$ cat src/rtl/uart_pkg.sv
// Shared UART definitions: receiver state encoding, data width and the
// default 1 MBaud divider used by uart_tx, uart_rx and the top level.
package uart_pkg;

  typedef enum logic [1:0] {
    IDLE  = 2'd0,
    START = 2'd1,
    DATA  = 2'd2,
    STOP  = 2'd3
  } rx_state_e;

  localparam int UART_DATA_W       = 8;
  localparam int CLKDIV_1MBAUD_60M = 59;

endpackage : uart_pkg

$ cat src/rtl/sync_2ff.sv
// Two-flop synchronizer for asynchronous pins; resets to all ones so an
// idle-high line never looks like an edge coming out of reset.
module sync_2ff #(
  parameter int WIDTH = 1
) (
  input  logic             clk,
  input  logic             rst,
  input  logic [WIDTH-1:0] d,
  output logic [WIDTH-1:0] q
);

  logic [WIDTH-1:0] meta_r;
  logic [WIDTH-1:0] sync_r;

  // metastability chain
  always_ff @(posedge clk) begin
    if (rst) begin
      meta_r <= '1;
      sync_r <= '1;
    end else begin
      meta_r <= d;
      sync_r <= meta_r;
    end
  end

  assign q = sync_r;

endmodule : sync_2ff

$ cat src/rtl/uart_rx.sv
// 8N1 UART receiver, LSB first, mid-bit sampling with a down-counting bit
// timer. CLKDIV is clocks per bit minus one and must be at least 3.
module uart_rx
  import uart_pkg::*;
#(
  parameter int CLKDIV = CLKDIV_1MBAUD_60M
) (
  input  logic                   clk60,
  input  logic                   rst,
  input  logic                   rx_pin,
  output logic [UART_DATA_W-1:0] rxdata,
  output logic                   rx_valid,
  output logic                   frame_err,
  output logic                   rx_busy
);

  localparam int             CNT_W    = $clog2(CLKDIV + 1);
  localparam logic [CNT_W-1:0] CNT_FULL = CNT_W'(CLKDIV);
  localparam logic [CNT_W-1:0] CNT_HALF = CNT_W'(CLKDIV >> 1);
  localparam logic [CNT_W-1:0] CNT_ONE  = CNT_W'(1);
  localparam logic [CNT_W-1:0] CNT_ZERO = CNT_W'(0);

  logic                   rx_s;
  logic                   rx_prev_r;
  rx_state_e              state_r;
  rx_state_e              state_nxt;
  logic [CNT_W-1:0]       cnt_r;
  logic [CNT_W-1:0]       cnt_nxt;
  logic [2:0]             bit_idx_r;
  logic [2:0]             bit_idx_nxt;
  logic [UART_DATA_W-1:0] shreg_r;
  logic [UART_DATA_W-1:0] shreg_nxt;
  logic [UART_DATA_W-1:0] rxdata_r;
  logic [UART_DATA_W-1:0] rxdata_nxt;
  logic                   rx_valid_r;
  logic                   rx_valid_nxt;
  logic                   frame_err_r;
  logic                   frame_err_nxt;
  logic                   rx_busy_r;
  logic                   rx_busy_nxt;
  logic                   cnt_zero;
  logic                   fall_edge;

  sync_2ff #(
    .WIDTH(1)
  ) u_sync (
    .clk(clk60),
    .rst(rst),
    .d  (rx_pin),
    .q  (rx_s)
  );

  assign cnt_zero  = (cnt_r == CNT_ZERO);
  assign fall_edge = (rx_s == 1'b0) && (rx_prev_r == 1'b1);

  // state register, bit timer, shift register and registered outputs
  always_ff @(posedge clk60) begin
    if (rst) begin
      rx_prev_r   <= 1'b1;
      state_r     <= IDLE;
      cnt_r       <= CNT_ZERO;
      bit_idx_r   <= 3'd0;
      shreg_r     <= 8'h00;
      rxdata_r    <= 8'h00;
      rx_valid_r  <= 1'b0;
      frame_err_r <= 1'b0;
      rx_busy_r   <= 1'b0;
    end else begin
      rx_prev_r   <= rx_s;
      state_r     <= state_nxt;
      cnt_r       <= cnt_nxt;
      bit_idx_r   <= bit_idx_nxt;
      shreg_r     <= shreg_nxt;
      rxdata_r    <= rxdata_nxt;
      rx_valid_r  <= rx_valid_nxt;
      frame_err_r <= frame_err_nxt;
      rx_busy_r   <= rx_busy_nxt;
    end
  end

  // next-state and datapath update
  always_comb begin
    state_nxt   = state_r;
    cnt_nxt     = cnt_r;
    bit_idx_nxt = bit_idx_r;
    shreg_nxt   = shreg_r;
    case (state_r)
      IDLE: begin
        if (fall_edge) begin
          state_nxt = START;
          cnt_nxt   = CNT_HALF;
        end else begin
          state_nxt = IDLE;
        end
      end
      START: begin
        if (!cnt_zero) begin
          cnt_nxt = cnt_r - CNT_ONE;
        end else if (rx_s == 1'b0) begin
          state_nxt   = DATA;
          cnt_nxt     = CNT_FULL;
          bit_idx_nxt = 3'd0;
        end else begin
          // start bit gone by mid-bit: treat as a glitch
          state_nxt = IDLE;
        end
      end
      DATA: begin
        if (!cnt_zero) begin
          cnt_nxt = cnt_r - CNT_ONE;
        end else begin
          shreg_nxt = {rx_s, shreg_r[UART_DATA_W-1:1]};
          cnt_nxt   = CNT_FULL;
          if (bit_idx_r == 3'd7) begin
            state_nxt = STOP;
          end else begin
            bit_idx_nxt = bit_idx_r + 3'd1;
          end
        end
      end
      STOP: begin
        if (!cnt_zero) begin
          cnt_nxt = cnt_r - CNT_ONE;
        end else begin
          state_nxt = IDLE;
        end
      end
      default: begin
        state_nxt = IDLE;
        cnt_nxt   = CNT_ZERO;
      end
    endcase
  end

  // output decode, registered on the next edge
  always_comb begin
    rxdata_nxt    = rxdata_r;
    rx_valid_nxt  = 1'b0;
    frame_err_nxt = 1'b0;
    if ((state_r == STOP) && cnt_zero) begin
      if (rx_s == 1'b1) begin
        rxdata_nxt   = shreg_r;
        rx_valid_nxt = 1'b1;
      end else begin
        frame_err_nxt = 1'b1;
      end
    end else begin
      rxdata_nxt = rxdata_r;
    end
    rx_busy_nxt = (state_nxt != IDLE);
  end

  assign rxdata    = rxdata_r;
  assign rx_valid  = rx_valid_r;
  assign frame_err = frame_err_r;
  assign rx_busy   = rx_busy_r;

endmodule : uart_rx

$ cat config.mk
export PLATFORM = sky130hd
export DESIGN_NAME = uart_rx
export DESIGN_NICKNAME = d
export VERILOG_FILES = /design/src/rtl/uart_pkg.sv /design/src/rtl/sync_2ff.sv /design/src/rtl/uart_rx.sv
export SDC_FILE = /design/constraint.sdc
export NUM_CORES = 1
export LEC_CHECK = 0
export ABC_AREA = 1
export BUFFER_PORTS_ARGS = -buffer_cell sky130_fd_sc_hd__buf_2
export CORE_ASPECT_RATIO = 1.2
export CORE_MARGIN = 4
export CORE_UTILIZATION = 50
export DETAILED_ROUTE_END_ITERATION = 12
export PLACE_DENSITY = 0.72
export SYNTH_ARGS = -nofsm -noshare
export SYNTH_HDL_FRONTEND = slang
export SYNTH_SLANG_ARGS = --single-unit
$ cat constraint.sdc
create_clock -name clk60 -period 1.65 [get_ports clk60]
set_clock_uncertainty 0.2 [all_clocks]
set_input_delay 0 -clock clk60 [delete_from_list [all_inputs] [get_ports clk60]]
set_output_delay 0 -clock clk60 [all_outputs]
set_load 0.1 [all_outputs]
Word level (Yosys, flattened, before mapping):

Cells that the tools add are included.

* register bits: 33
* bits of input ports: 3
* output and inout port bits: 11
* logic and storage cells: 57

* $add $sub $neg: 2
* eq/ne operators: 11
* mux-type cells: 20
* bitwise operators: 2
* reduce and logical (&&, ||, !) cells: 11

Operators by type and width (number)
* $mux 6: 5
* $pmux 6 s4: 1
* $mux 3: 4
* $ne 2x2->1 const B: 6
* $mux 2: 5
* $pmux 2 s4: 1
* $logic_not 6->1: 1
* $pmux 3 s2: 1
* $sub 6x1->6 const B: 1
* $reduce_and 5->1: 1
* $eq 2x2->1 const B: 2
* $reduce_and 2->1: 2
* $reduce_bool 2->1: 2
* $add 3x1->3 const B: 1
* $eq 3x3->1 const B: 1
* $mux 1: 3
* $ne 3x3->1 const B: 1
* $reduce_and 3->1: 1
* $eq 2x1->1 const B: 1
* $logic_and 1x1->1: 2
* $logic_not 2->1: 1
* $not 1->1: 2
* $reduce_or 2->1: 1

Depth between registers and ports, before layout:

* depth in word-level cells: 5
* depth in mapped cells: 10
* depth with buffers taken out: 10

Modules after synthesis:

From an unflattened synthesis, not the netlist that was laid out.

* cells, all modules: 202
* area, all modules: 1502.7 um^2

By module, submodules not included
* uart_rx: instances 1, cells each 195, area each 1443.9 um^2
* sync_2ff: instances 1, cells each 7, area each 58.8 um^2

Worst setup path before layout:

OpenSTA, ideal clock, no wires.

* path kind: register -> register
* start: reg cnt_r[0]
* end: reg cnt_r[0]
* setup time: 0.123 ns
* data arrival time: 1.276 ns
* data required time: 1.327 ns
* setup slack: 0.051 ns
* cell stages (with the launch flop): 10
* buffers on the path: 0
* cell sequence: dfxtp_1 -> inv_1 -> ha_1 -> nand2_1 -> nor2_1 -> nand3_1 -> nand2_2 -> inv_2 -> o21ai_0 -> a21oi_1

* word-level cells in the longest chain between the ends: 3
* elaborated cells between the ends (all ways): 9

Ends and longest elaborated chain
* start: declaration: RTL line uart_rx.sv:27 `logic [CNT_W-1:0] cnt_r;`
* start signal: assignment: RTL line uart_rx.sv:71 `cnt_r <= cnt_nxt;`
* $sub 6x1->6 / $logic_not 6->1 (equally long branches)
* $mux 6 (tied with other cells): RTL line uart_rx.sv:122 `if (!cnt_zero) begin`
* $pmux 6 s4 / $reduce_and 3->1 (equally long branches)

Several ways; a longest one is shown, not always the timed one. The select of a mux whose other input is x is not followed.
A chain may end at the register's enable or synchronous reset.

Worst setup path in the final report:

* start: reg state_r[1]
* end: reg cnt_r[2]

* word-level cells in the longest chain between the ends: 3
* elaborated cells between the ends (all ways): 9

Ends and longest elaborated chain
* start: declaration: RTL line uart_rx.sv:25 `rx_state_e state_r;`
* start signal: assignment: RTL line uart_rx.sv:70 `state_r <= state_nxt;`
* $eq 2x1->1 (tied with other cells): RTL line uart_rx.sv:87 `case (state_r)`
* $ne 3x3->1 (no line) / $ne 2x2->1 (equally long branches)
* $reduce_and 3->1 (no line)

Several ways; a longest one is shown, not always the timed one.

==> metrics.log <==
INFO  metric status = complete, but fails checks
INFO  metric failing_checks = setup timing
INFO  metric slew_headroom = 60.7%
INFO  metric rows = 21
INFO  metric min_path_type = reg -> reg
INFO  metric worst_r2r_path_depth = 9
INFO  metric routed_wirelength = 3500 um
INFO  metric syn-instance-count = 195
INFO  metric design.portCount = 14
INFO  metric layout_setup_ws = -0.00290 ns
INFO  metric antenna_violations_before_repair = 0
INFO  metric grt_first_pass_wirelength = 5780 um
INFO  metric max_clock_freq = 605 MHz
INFO  metric core_area = between 2000 and 3000 sq um
INFO  metric clock_latency = between 0.3 and 0.4 ns
INFO  metric critical_path.endpoint = cnt_r[2]$_SDFFE_PP0P_
INFO  metric placed_cells_incl_taps = between 200 and 250
INFO  metric floorplan.initialDensity = roughly 53%
INFO  metric num_antenna_cells = 0
INFO  metric numClockSinks = 33
INFO  metric timing.critical_path.slowest_stage_cell = sky130_fd_sc_hd__dfxtp_4
INFO  metric htree_num_levels = 2
INFO  metric timing.final.max_slew_violations = 0
INFO  metric crit_path_frequent_cell = sky130_fd_sc_hd__nand2_2
INFO  metric design.die.area = 3980 sq um
INFO  metric global_route.overflow_total = 0
INFO  metric cp-start-kind = flip-flop
INFO  metric drt_pre_antenna_iters = 4
INFO  metric multi_input_comb_area = about 860 sq um
INFO  metric seqCellArea = ~670 sq um
INFO  metric cp-startpoint = state_r[1]$_SDFF_PP0_
INFO  metric pre_cts_setup_slack = -0.0550 ns
INFO  metric filler_cell_count = between 200 and 250
INFO  metric tightestPinTransition = ~0.6 ns
INFO  metric setup_viol = 1
INFO  metric worst_path_largest_cell_delay = about 0.38 ns
INFO  metric finalWorstPathRequiredPeriod = approximately 1.7 ns
INFO  metric grt_use_total = roughly a fifth
INFO  metric timing.critical_path.required = roughly 1.7 ns
INFO  metric portBuffers = 13
INFO  metric die-height = 68.3 um
INFO  metric cts_root_buffer = sky130_fd_sc_hd__clkbuf_4
INFO  metric post_synth_instance_area = approximately 1500 sq um
INFO  metric hold_slack = 0.214 ns
INFO  metric final_min_period_over_clock_period = 100%
INFO  metric setup.worst_path.end_class = flip-flop
INFO  metric synthesis.nets = just over 200
INFO  metric nNetsFinal = between 200 and 250
INFO  metric r2r_end = cnt_r[2]$_SDFFE_PP0P_
INFO  metric clkTransAtPathRegs = around 0.10 ns
INFO  metric drive_gt1_share = 32.3%
INFO  metric crit_chain = inv_2, ha_4, nand2_1, nand2_2, nand3_2, nand2_2, inv_4, o21ai_0, a21oi_1
INFO  metric r2r_setup_slack = -0.003 ns
INFO  metric viasPerCell = 5.29
INFO  metric worstPathArrival = about 1.7 ns
INFO  metric powerDensity = slightly below 900 nW/um^2
INFO  metric synth-warning-count = 0
INFO  metric ys_seq_elements = 33
INFO  metric leakage_power_figure = 0.897 nW
INFO  metric detailed_place_hpwl = ~2300 um
INFO  metric setup_repair_after_global_routing_missed_its_margin = yes
INFO  metric final-hold-violation-count = 0
INFO  metric timing.critical_path.depth = 9
INFO  metric final_core_utilization = about 69%
INFO  metric cell_family_with_most_cp_delay = simple AND/OR/NAND/NOR gates
INFO  metric layout.cells.non_filler = between 200 and 300
INFO  metric synthesis.area_per_instance = about 7.8 sq um
INFO  metric vdd_drop_max = around 0.64 mV
INFO  metric numCtsBuffers = 5
INFO  metric grt_max_degree = 16
INFO  metric grt_pass1_vias = roughly 1300
INFO  metric tritoncts = yes
INFO  metric detail_route.wl_per_cell = 13.2 um
INFO  metric die-width = just under 60 um
INFO  metric crit_path_max_fanout = 7
INFO  metric drt_first_iter_violations = between 40 and 50
INFO  metric routed-via-count = between 1000 and 1500
INFO  metric drc = 0
INFO  metric timing_worst_setup_path_type = reg -> reg
INFO  metric place.gp.congestion = just over 0.9
INFO  metric layout-area-overhead-vs-synth = 29.0%
INFO  metric antenna_violating_nets_post_route = 0
INFO  metric critical_path_buf_inv_count = 2
INFO  metric post_synth_num_cell_types = 26
INFO  metric cts_max_path_buffers = 2
INFO  metric max_cap_viol_count = 0
INFO  metric worst_r2r_startpoint = state_r[1]$_SDFF_PP0_
INFO  metric synth-seq-area-share = roughly 44%
==> worst min-delay path by stage <==
stage                             start  cells after the start                       end  slack (ns)
3_5_place_dp                     rx_pin                      2  u_sync.meta_r$_SDFF_PP1_       -0.01
3_3_place_gp                     rx_pin                      2  u_sync.meta_r$_SDFF_PP1_       -0.01
4_1_cts        u_sync.meta_r$_SDFF_PP1_                      1       u_sync.q$_SDFF_PP1_        0.22
6_report       u_sync.meta_r$_SDFF_PP1_                      1       u_sync.q$_SDFF_PP1_        0.21
2_1_floorplan                    rx_pin                      1  u_sync.meta_r$_SDFF_PP1_        -0.1
5_1_grt        u_sync.meta_r$_SDFF_PP1_                      1       u_sync.q$_SDFF_PP1_        0.23
==> Yosys cell counts (all sizes together) <==
library cell / instances / share of area, %
or2: 3 / 1.2
a21oi: 19 / 6.3
ha: 8 / 6.6
nor2: 31 / 11
nand3: 15 / 5.8
nand2: 41 / 11
o21a: 1 / 0.50
dfxtp: 33 / 44
xor2: 2 / 1.2
inv: 18 / 4.5
nand4: 2 / 0.83
clkbuf: 3 / 0.74
o211a: 1 / 0.66
o21ai: 14 / 4.9
buf: 1 / 0.50
nor3: 1 / 0.33
o211ai: 2 / 0.99
==> layer usage <==
| layer | track usage (%) | routed length, um | up-vias |
|---|---|---|---|
| met5 | 0 | 0 | - |
| met4 | 13.6 | 103 | 0 |
| met3 | 5.85 | 165 | 12 |
| met2 | 31.4 | 1750 | 36 |
| met1 | 21.6 | 1480 | 653 |
| li1 | - | - | 705 |
==> metrics by stage <==
stage	total power, mW	area (sq um)	setup TNS, ns
CTS	1.71	1860	0
global route	1.81	1950	-0.570
finish	1.73	1950	-0.00290
global placement	1.04	1690	-0.0392
floorplan	1.00	1510	0
detailed placement	1.05	1690	-0.241
==> logic make-up after synthesis <==
group | Yosys count | synth area share (%)
AOI/OAI and AO/OA | 37 | 13.3
adders and majority gates | 8 | 6.61
and+or+nand+nor | 93 | 29.6
DFF | 33 | 43.6
xor gates and xnor gates | 2 | 1.16
buffers and inverters | 22 | 5.70
==> registers in the layout, summed over array words and instances, names as in the netlist <==
register and count:
rx_prev_r 1, shreg_r 8, bit_idx_r 3, rx_busy 1
cnt_r 6, state_r 2, rx_valid 1, frame_err 1
rxdata 8, u_sync.meta_r 1, u_sync.q 1
==> power by group <==
part           leakage (nW)  switching [mW]  internal [mW]
Combinational         0.581           0.161          0.109
Clock                0.0455           0.269          0.362
Sequential            0.270          0.0188          0.812
==> cell type report <==
type                            instances  share of cell area [%]
Clock inverter                          1                    1.54
Tap cell                               34                    2.18
Sequential cell                        33                    34.4
Multi-Input combinational cell        140                    43.9
Inverter                               18                    3.59
Timing Repair Buffer                   33                    11.5
Clock buffer                            7                    2.82
==> layout by cell type (no fill, tap or decap), drive strengths merged <==
master	netlist	layout
o211ai	2	2
inv	18	18
dfxtp	33	33
ha	8	8
xor2	2	2
nand3	15	15
o21a	1	1
nor2	31	31
nor3	1	1
dlygate4sd3	0	4
or2	3	3
o211a	1	1
nand2	41	41
clkbuf	3	7
buf	1	29
a21oi	19	19
bufinv	0	1
nand4	2	2
o21ai	14	14
==> repair_timing <==
action                                  4_1_cts  5_1_grt
pin swaps                                     2        5
cloned                                        0        0
endpoints found under the setup margin       21       23
setup buffers                                 3        2
gates resized for setup                       7       28
hold endpoints to repair                     33        0
hold buffers                                  4        0
No activity file was read; power rests on OpenSTA's default activity.
